==> src/rtl/cnn_pkg.sv <==
`default_nettype none
// ============================================================================
//  Module   : cnn_pkg
//  Brief    : Shared types, defaults and helpers for the CNN streaming blocks.
//  Revision : 1.0
// ============================================================================
package cnn_pkg;

    // Default image edge length in pixels (square images).
    localparam int DEFAULT_IMAGE_SIZE = 28;

    // Default pixel width. Blocks carry their own BitSize parameter and use
    // logic [BitSize-1:0] for pixels; pixel_t names the default-width form.
    localparam int DEFAULT_BIT_SIZE = 8;
    typedef logic [DEFAULT_BIT_SIZE-1:0] pixel_t;

    // Flat element index of window element (r,c) in an n-by-n window.
    function automatic int window_index(input int r, input int c, input int n);
        return r * n + c;
    endfunction

endpackage
`default_nettype wire

==> src/rtl/conv_window_gen_if.sv <==
`default_nettype none
// ============================================================================
//  Module   : conv_window_gen_if
//  Brief    : Pixel-in / window-out streaming bus of the window generator.
//  Revision : 1.0
// ============================================================================
interface conv_window_gen_if #(
    parameter int N       = 3,
    parameter int BitSize = 8
);
    logic                      in_valid;
    logic [BitSize-1:0]        in_data;
    logic                      out_valid;
    logic [BitSize*N*N-1:0]    out_data;
    logic                      out_last;

    // Pixel producer / window consumer side
    modport master (
        output in_valid,
        output in_data,
        input  out_valid,
        input  out_data,
        input  out_last
    );

    // Window generator side
    modport slave (
        input  in_valid,
        input  in_data,
        output out_valid,
        output out_data,
        output out_last
    );
endinterface
`default_nettype wire

==> src/rtl/row_shift_buffer.sv <==
`default_nettype none
// ============================================================================
//  Module   : row_shift_buffer
//  Brief    : Shift-register line buffer; d_out is d_in delayed by Depth
//             enabled shifts (one image row when Depth = image width).
//  Revision : 1.0
// ============================================================================
module row_shift_buffer
    import cnn_pkg::*;
#(
    parameter int BitSize = DEFAULT_BIT_SIZE,
    parameter int Depth   = DEFAULT_IMAGE_SIZE
) (
    input  logic               clk,
    input  logic               res_n,
    input  logic               shift_en,
    input  logic [BitSize-1:0] d_in,
    output logic [BitSize-1:0] d_out
);

    logic [BitSize-1:0] stage_q [Depth];

    // Advance the whole row by one position per accepted pixel
    always_ff @(posedge clk or negedge res_n) begin
        if (!res_n) begin
            for (int i = 0; i < Depth; i++) begin
                stage_q[i] <= '0;
            end
        end else if (shift_en) begin
            stage_q[0] <= d_in;
            for (int i = 1; i < Depth; i++) begin
                stage_q[i] <= stage_q[i-1];
            end
        end
    end

    assign d_out = stage_q[Depth-1];

endmodule
`default_nettype wire

==> src/rtl/conv_window_gen.sv <==
`default_nettype none
// ============================================================================
//  Module   : conv_window_gen
//  Brief    : Raster-order pixel stream to stride-1 NxN sliding windows,
//             packed for direct connection to the dot-product stage.
//  Revision : 1.0
// ============================================================================
module conv_window_gen
    import cnn_pkg::*;
#(
    parameter int N         = 3,
    parameter int BitSize   = DEFAULT_BIT_SIZE,
    parameter int ImageSize = DEFAULT_IMAGE_SIZE
) (
    input  logic             clk,
    input  logic             res_n,
    conv_window_gen_if.slave bus
);

    localparam int            CW          = (ImageSize > 1) ? $clog2(ImageSize) : 1;
    localparam logic [CW-1:0] c_last_pos  = CW'(ImageSize - 1);
    localparam logic [CW-1:0] c_win_edge  = CW'(N - 1);

    logic [CW-1:0]      col_q, col_d;
    logic [CW-1:0]      row_q, row_d;
    logic               out_valid_q, out_valid_d;
    logic               out_last_q, out_last_d;
    logic [BitSize-1:0] win_q [N][N];
    logic [BitSize-1:0] win_d [N][N];

    // taps_w[0] is the incoming pixel, taps_w[k] the pixel k rows above it
    logic [BitSize-1:0] taps_w [N];

    assign taps_w[0] = bus.in_data;

    generate
        for (genvar k = 0; k < N - 1; k++) begin : g_rowbuf
            row_shift_buffer #(
                .BitSize (BitSize),
                .Depth   (ImageSize)
            ) u_row_buf (
                .clk      (clk),
                .res_n    (res_n),
                .shift_en (bus.in_valid),
                .d_in     (taps_w[k]),
                .d_out    (taps_w[k+1])
            );
        end
    endgenerate

    // Position tracking and output flags; a window exists once the pixel is
    // at least N-1 rows and N-1 columns into the frame
    always_comb begin
        col_d       = col_q;
        row_d       = row_q;
        out_valid_d = 1'b0;
        out_last_d  = 1'b0;
        if (bus.in_valid) begin
            out_valid_d = (row_q >= c_win_edge) && (col_q >= c_win_edge);
            out_last_d  = out_valid_d && (row_q == c_last_pos) && (col_q == c_last_pos);
            if (col_q == c_last_pos) begin
                col_d = '0;
                row_d = (row_q == c_last_pos) ? '0 : row_q + 1'b1;
            end else begin
                col_d = col_q + 1'b1;
            end
        end
    end

    // Slide window left; new right column is oldest row on top, pixel at bottom
    always_comb begin
        win_d = win_q;
        if (bus.in_valid) begin
            for (int r = 0; r < N; r++) begin
                for (int c = 0; c < N - 1; c++) begin
                    win_d[r][c] = win_q[r][c+1];
                end
                win_d[r][N-1] = taps_w[N-1-r];
            end
        end
    end

    // State and output registers
    always_ff @(posedge clk or negedge res_n) begin
        if (!res_n) begin
            col_q       <= '0;
            row_q       <= '0;
            out_valid_q <= 1'b0;
            out_last_q  <= 1'b0;
            for (int r = 0; r < N; r++) begin
                for (int c = 0; c < N; c++) begin
                    win_q[r][c] <= '0;
                end
            end
        end else begin
            col_q       <= col_d;
            row_q       <= row_d;
            out_valid_q <= out_valid_d;
            out_last_q  <= out_last_d;
            win_q       <= win_d;
        end
    end

    assign bus.out_valid = out_valid_q;
    assign bus.out_last  = out_last_q;

    generate
        for (genvar r = 0; r < N; r++) begin : g_out_row
            for (genvar c = 0; c < N; c++) begin : g_out_col
                assign bus.out_data[window_index(r, c, N)*BitSize +: BitSize] = win_q[r][c];
            end
        end
    endgenerate

endmodule
`default_nettype wire

==> src/flat_wrapper.sv <==
// flat-port wrapper written by rule: the top's interface ports become plain ports
module conv_window_gen_flat import cnn_pkg::*;
#(
    parameter int N         = 3,
    parameter int BitSize   = DEFAULT_BIT_SIZE,
    parameter int ImageSize = DEFAULT_IMAGE_SIZE
)
  (clk, res_n, bus_in_valid, bus_in_data, bus_out_valid, bus_out_data, bus_out_last);
  conv_window_gen_if #(.N(N), .BitSize(BitSize)) bus_i ();
  input  logic clk;
  input  logic res_n;
  input wire logic [$bits(bus_i.in_valid)-1:0] bus_in_valid;
  input wire logic [$bits(bus_i.in_data)-1:0] bus_in_data;
  output wire logic [$bits(bus_i.out_valid)-1:0] bus_out_valid;
  output wire logic [$bits(bus_i.out_data)-1:0] bus_out_data;
  output wire logic [$bits(bus_i.out_last)-1:0] bus_out_last;
  assign bus_i.in_valid = bus_in_valid;
  assign bus_i.in_data = bus_in_data;
  assign bus_out_valid = bus_i.out_valid;
  assign bus_out_data = bus_i.out_data;
  assign bus_out_last = bus_i.out_last;
  conv_window_gen #(.N(N), .BitSize(BitSize), .ImageSize(ImageSize)) u_core (.clk(clk), .res_n(res_n), .bus(bus_i));
endmodule
==> config.mk <==
export PLATFORM = sky130hd
export DESIGN_NAME = conv_window_gen_flat
export DESIGN_NICKNAME = d
export VERILOG_FILES = /design/src/rtl/cnn_pkg.sv /design/src/rtl/conv_window_gen_if.sv /design/src/rtl/row_shift_buffer.sv /design/src/rtl/conv_window_gen.sv /design/src/flat_wrapper.sv
export SDC_FILE = /design/constraint.sdc
export NUM_CORES = 1
export LEC_CHECK = 0
export ABC_AREA = 1
export CAP_MARGIN = 20
export CORE_MARGIN = 1.5
export CORE_UTILIZATION = 50
export DETAILED_ROUTE_END_ITERATION = 16
export PLACE_DENSITY = 0.79
export RECOVER_POWER = 100
export SLEW_MARGIN = 20
export SYNTH_ARGS = -nofsm -noshare
export SYNTH_HDL_FRONTEND = slang
export SYNTH_SLANG_ARGS = --single-unit
==> constraint.sdc <==
create_clock -name clk -period 3 [get_ports clk]
set_input_delay 0.6 -clock clk [delete_from_list [all_inputs] [get_ports clk]]
set_output_delay 0.6 -clock clk [all_outputs]
set_load 0.02 [all_outputs]
==> results.cfg, run 1 <==
[cells_and_area]
antenna_cells = 0
areaGrowthSynthToFinish_pct = 10.9
final_layout_size_suffix_gt1_share_pct = 4.51
fin_nets = 2112

[route]
drtPass1Iterations = 5
wire_per_inst_um = 11.9
viasPerCell = 4.80
ant_nets = 0
drtIter0Drc = 946
vias = 12700
wl_um = 31500
drc = 0

[status]
outcome = complete, but fails checks
failed_checks = max-capacitance violations, max-slew violations

[timing]
slew_headroom_pct = -34.8
report.final.hold_viol_count = 0
drv_slew = 199
finalCritPeriodShare_pct = 77.5
timing.fmax_mhz = 430
worst_slew_pin_slew_ps = 2020
hold_ws_ps = 465
finClkSkew_ps = 9.30
layout_setup_ws_ps = 676
fin_crit_ps = 2320
rsz0062_at_grt = no
finalSetupViolations = 0
tns_ps = 0

[clocking]
cts_resized = 0
clockBufferDepth = 3
root_buffer = clkbuf_16
clkLatencyLatePin_ps = 540
postCtsSetupBuffers = 0
cts_tree = yes
cts_buffers = 45
clk_pin_slew_ps = 60
ctsHoldBuffers = 0
htree_levels = 2
cts_sinks = 484

[worst_setup_path]
end_kind = flip-flop
critPathLaunchType = input port
cp_data_arrival_time_ps = 2700
r2r_cells = 5
path_max_fanout = 133
crit_type = input port to flip-flop
required_ps = 3370

[hold_path]
min_path_type = flip-flop to flip-flop
hold_depth = 2

[grt]
grt_pass1_vias = 12500
grt_usage_pct = 16.8
overflow = 0
grt_pass1_wl_um = 55800
antenna_found_initial = 0
grt_max_degree = 148

[floorplan]
die_y_um = 197
io_pins = 85
start_util_pct = 50.4
rows = 71
core_um2 = 37500
die_w_um = 197
die_area_um2 = 39000

[synth]
syn_area_um2 = 18900
syn_area_per_cell_um2 = 9.04
synth_top_area_share_pct = 64.1
ys_seq_elements = 484
synth_cell_type_count = 21
yosys_warnings = 0
syn_inst = 2092
synth_area_leaders = dfrtp_1, nand2_1, buf_4, buf_6, o21ai_0
yosysTopAreaCell = dfrtp_1
syn_nets = 2107
ys_seq_area_share_pct = 64.1

[power]
combPwrFrac_pct = 10.4
leakagePower_nw = 11.7
swShare_pct = 25.6
p_int_mw = 11.1
ir_drop_v = 0.000473
switchingPower_mw = 3.81
power_density_nw_per_um2 = 710
seq_power_share_pct = 52.2
pwr-share-clk_pct = 37.4

[place]
routabilityCongestion = 0.725
dp_hpwl_um = 17700
pre_cts_ws_ps = 1050
portBuffers = 84

[run]
maxCapViolCount = 1
layout by cell type (no fill, tap or decap):
cell type / n
inv_8: 1
clkbuf_16: 45
nor3_4: 1
o31ai_1: 1
buf_12: 10
clkbuf_1: 17
o21ai_1: 1
nand2_1: 1309
bufinv_16: 2
clkinv_2: 6
nand4_1: 3
clkbuf_4: 2
clkbuf_8: 10
nand3_1: 10
clkdlybuf4s50_1: 8
inv_2: 1
buf_4: 3
inv_1: 41
dfrtp_1: 484
clkbuf_2: 7
o21ai_0: 68
inv_6: 3
clkinv_4: 2
ha_1: 4
or2_1: 1
xor2_1: 2
clkinvlp_4: 2
dlygate4sd3_1: 74
nand2_2: 1
nor2_1: 7
nor3_1: 3
registers in the layout, summed over array words and instances (netlist names):
signal / flops
u_core.bus.out_valid: 1
u_core.bus.out_last: 1
u_core.bus.out_data: 72
u_core.col_q: 5
u_core.g_rowbuf.u_row_buf.stage_q: 384
u_core.g_rowbuf.u_row_buf.d_out: 16
u_core.row_q: 5
worst max-delay path, stage by stage:
cell and delay, ps:
clkbuf_1 310, buf_12 430, clkbuf_4 940, o21ai_0 240
metrics by stage:
step,utilization (%),instances,power [mW],cell area (um^2)
6_report,55.9,2640,14.9,21000
3_3_place_gp,52.4,2561,9.41,19600
5_1_grt,55.9,2640,15.6,21000
3_5_place_dp,52.4,2561,9.51,19600
2_1_floorplan,-,2092,8.96,18900
4_1_cts,56.3,2640,15.1,21100
final timing paths:
kind                                               startpoint                                               endpoint  slack (ps)
max reg2reg                       u_core.col_q[1]$_DFFE_PN0P_                          u_core.bus.out_last$_DFF_PN0_        1500
max in group asynchronous                               res_n  u_core.g_rowbuf[0].u_row_buf.stage_q[120]$_DFFE_PN0P_         820
min reg2reg                u_core.bus.out_data[3]$_DFFE_PN0P_                     u_core.bus.out_data[3]$_DFFE_PN0P_         470
max                                              bus_in_valid      u_core.g_rowbuf[1].u_row_buf.d_out[2]$_DFFE_PN0P_         680
min                        u_core.bus.out_data[3]$_DFFE_PN0P_                     u_core.bus.out_data[3]$_DFFE_PN0P_         470
min in group asynchronous                               res_n   u_core.g_rowbuf[0].u_row_buf.stage_q[12]$_DFFE_PN0P_         630
area by class of cell:
class | count | area, um^2
inverter | 43 | 169
clock inverter | 15 | 149
sequential | 484 | 12100
fill | 3067 | 16500
multi-input combinational | 1411 | 5470
clock buffer | 64 | 1300
timing repair buffer | 112 | 1120
tap | 511 | 639
synthesized netlist by cell type:
| cell | number |
|---|---|
| nor3_4 | 1 |
| nand4_4 | 1 |
| nand2_1 | 1309 |
| nand3_1 | 10 |
| inv_2 | 2 |
| or2_1 | 1 |
| clkbuf_1 | 5 |
| o21ai_0 | 66 |
| nor2_1 | 7 |
| nand4_1 | 2 |
| buf_6 | 36 |
| o21ai_1 | 3 |
| buf_4 | 63 |
| ha_1 | 4 |
| nand2_2 | 1 |
| inv_1 | 41 |
| nor3_1 | 3 |
| xor2_1 | 2 |
| dfrtp_1 | 484 |
| o31ai_1 | 1 |
| buf_2 | 50 |
cells by family after synthesis:
logic type	share of synthesized area [%]
flops	64.1
xor+xnor	0.0927
simple gates	26.8
buf+inv	6.92
fa+ha+maj	0.265
compound gates	1.87
power groups by stage:
stage,clock [mW],sequential (mW),combinational (mW)
floorplan,0,7.82,1.14
global placement,0,7.84,1.57
detailed placement,0,7.87,1.63
CTS,5.67,7.77,1.65
global route,5.92,7.86,1.79
finish,5.57,7.76,1.55
per-layer routing:
metal	wire length (um)	vias up	track usage, %	part of all wire [%]
met1	14800	6148	21.6	47
met3	1030	50	2.41	3.3
met4	579	0	4.58	1.8
li1	-	6270	-	-
met5	0	-	0	0
met2	15100	202	29.7	48
Power figures use the tool's default switching activity.
==> run 2, diff against run 1 <==
==> constraint.sdc (replaced) <==
create_clock -name clk -period 2.35 [get_ports clk]
set_input_delay 0.47 -clock clk [delete_from_list [all_inputs] [get_ports clk]]
set_output_delay 0.47 -clock clk [all_outputs]
set_load 0.02 [all_outputs]
==> run 2 against run 1 <==
  * The flow now finishes without violations
  * Combinational power is 27% higher
  * Count of clock-buffer cells in the layout is 2 higher
  * Utilization is 0.29 points higher
  * Register-to-register slack worse by 630 ps
  * Global-route usage is 0.47 points higher
  * Cell count hardly changed
  * Final area is 0.51% higher
  * Hold slack worse by 35 ps
  * Non-clock buffer count is 2 lower
  * Routed wire length is 3.3% higher
  * Critical path depth is 3 lower
  * Sequential share of layout area is 0.30 points lower
  * Critical endpoint is now bus_out_data[24]
  * Largest cell class unchanged
==> results.cfg, run 2 (synthesis gave the netlist of run 1 again) <==
[status]
outcome = finished clean

[timing]
tns_ps = 0
layout_setup_ws_ps = 222
finClkSkew_ps = 16.1
hold_ws_ps = 430
report.final.hold_viol_count = 0
finalCritPeriodShare_pct = 90.5
fin_crit_ps = 2130
finalSetupViolations = 0
slew_headroom_pct = 27.7
drv_slew = 0
worst_slew_pin_slew_ps = 1080
timing.fmax_mhz = 470
rsz0062_at_grt = no

[worst_setup_path]
required_ps = 1880
cp_data_arrival_time_ps = 1660
cp_num_cells = 1
critPathSlowestCell = dlygate4sd3_1
r2r-end = u_core.row_q[1]$_DFFE_PN0P_
crit_type = flip-flop to output pin
cp_cell_sequence = dlygate4sd3_1
path_delay_family = buffers and inverters
path_max_fanout = 3
critPathLaunchType = flip-flop
cpPeakStageDelay_ps = 700
r2r_setup_slack_ps = 870
r2r-start = u_core.col_q[1]$_DFFE_PN0P_
path_buf_inv = 1
r2r_cells = 5
end_kind = output pin

[floorplan]
io_pins = 85
die_y_um = 197
core_um2 = 37500
rows = 71
start_util_pct = 50.4
die_w_um = 197
die_area_um2 = 39000

[power]
seq_power_share_pct = 50.7
combPwrFrac_pct = 10.1
switchingPower_mw = 4.90
ir_drop_v = 0.000493
p_int_mw = 14.7
swShare_pct = 25.0
leakagePower_nw = 11.8
power_density_nw_per_um2 = 929
power_mw = 19.6
pwr-share-clk_pct = 39.3

[place]
portBuffers = 84
pre_cts_ws_ps = 440
routabilityCongestion = 0.719
place_area_um2 = 19600
dp.cells = 2558
dp_hpwl_um = 18000

[route]
vias = 12800
drtIter0Drc = 1106
viasPerCell = 4.84
wire_per_inst_um = 12.3
drtPass1Iterations = 5
drc = 0
ant_nets = 0
wl_um = 32500

[clocking]
clkLatencyLatePin_ps = 560
cts_buffers = 46
clk_pin_slew_ps = 60
htree_levels = 2
cts_sinks = 484
root_buffer = clkbuf_16
cts_resized = 0
cts_tree = yes
clockBufferDepth = 3

[grt]
met1_usage_pct = 24.2
grt_use_met3_pct = 2.46
grt_pass1_vias = 12300
grt_usage_pct = 17.3
grt_max_degree = 122
grtUsageMet2_pct = 28.1
antenna_found_initial = 0
overflow = 0
busiest_layer = met2
grt_pass1_wl_um = 57300

[cells_and_area]
seq_area_um2 = 12100
fin_cells = 2642
largest_register_ffs = 384
final_layout_size_suffix_gt1_share_pct = 4.83
fin_nets = 2111
areaGrowthSynthToFinish_pct = 11.4
multi_input_comb_area_um2 = 5470
antenna_cells = 0
regMostFlops = u_core.g_rowbuf.u_row_buf.stage_q
fin_util_pct = 56.2
num-fill-cells = 3083
final_area_um2 = 21100
final_common_cell = nand2_1
final_cell_mix = nand2_1, dfrtp_1, dlygate4sd3_1

[run]
maxCapViolCount = 0

[hold_path]
min_path_type = input port to asynchronous set/reset pin
[run 2: cell count changes in the layout (fill, tap and decap cells not counted), sizes merged]
cell         before  now
bufinv            2    5
clkbuf           81   80
clkinv            8   10
clkinvlp          2    1
dlygate4sd3      74   75
inv              46   44
[run 2: repair_timing]
item                      CTS  global route
buffers inserted            0             0
hold endpoints to repair   47             0
hold buffers                1             0
[run 2: per-layer routing]
layer / part of all wire [%] / wire length, um
met1: 46 / 14900
met2: 49 / 15900
met3: 3.2 / 1040
met4: 2.1 / 670
met5: 0 / 0
[run 2: layout make-up]
cell class	count	share of cell area, %
Inverter	43	0.802
Tap cell	511	3.03
Clock buffer	66	6.55
Timing Repair Buffer	110	5.11
Clock inverter	17	1.05
Multi-Input combinational cell	1411	26.0
Sequential cell	484	57.5
[run 2: how the worst max path moves through the flow]
stage                                        start                                              endpoint  slack [ps]
6_report       u_core.bus.out_data[24]$_DFFE_PN0P_                                      bus_out_data[24]         220
5_1_grt                               bus_in_valid                   u_core.bus.out_data[45]$_DFFE_PN0P_         140
4_1_cts        u_core.bus.out_data[46]$_DFFE_PN0P_                                      bus_out_data[46]         270
3_5_place_dp                          bus_in_valid  u_core.g_rowbuf[0].u_row_buf.stage_q[15]$_DFFE_PN0P_         440
3_3_place_gp                          bus_in_valid  u_core.g_rowbuf[1].u_row_buf.stage_q[91]$_DFFE_PN0P_         500
2_1_floorplan          u_core.row_q[0]$_DFFE_PN0P_                           u_core.row_q[4]$_DFFE_PN0P_        1230
[run 2: power groups by stage]
stage | Clock [mW] | Combinational (mW) | Sequential, mW
after floorplan | 0 | 1.45 | 9.98
after global placement | 0 | 1.99 | 10.0
after detailed placement | 0 | 2.08 | 10.1
after CTS | 7.88 | 2.11 | 9.92
after global routing | 8.19 | 2.28 | 10.0
final | 7.69 | 1.97 | 9.92
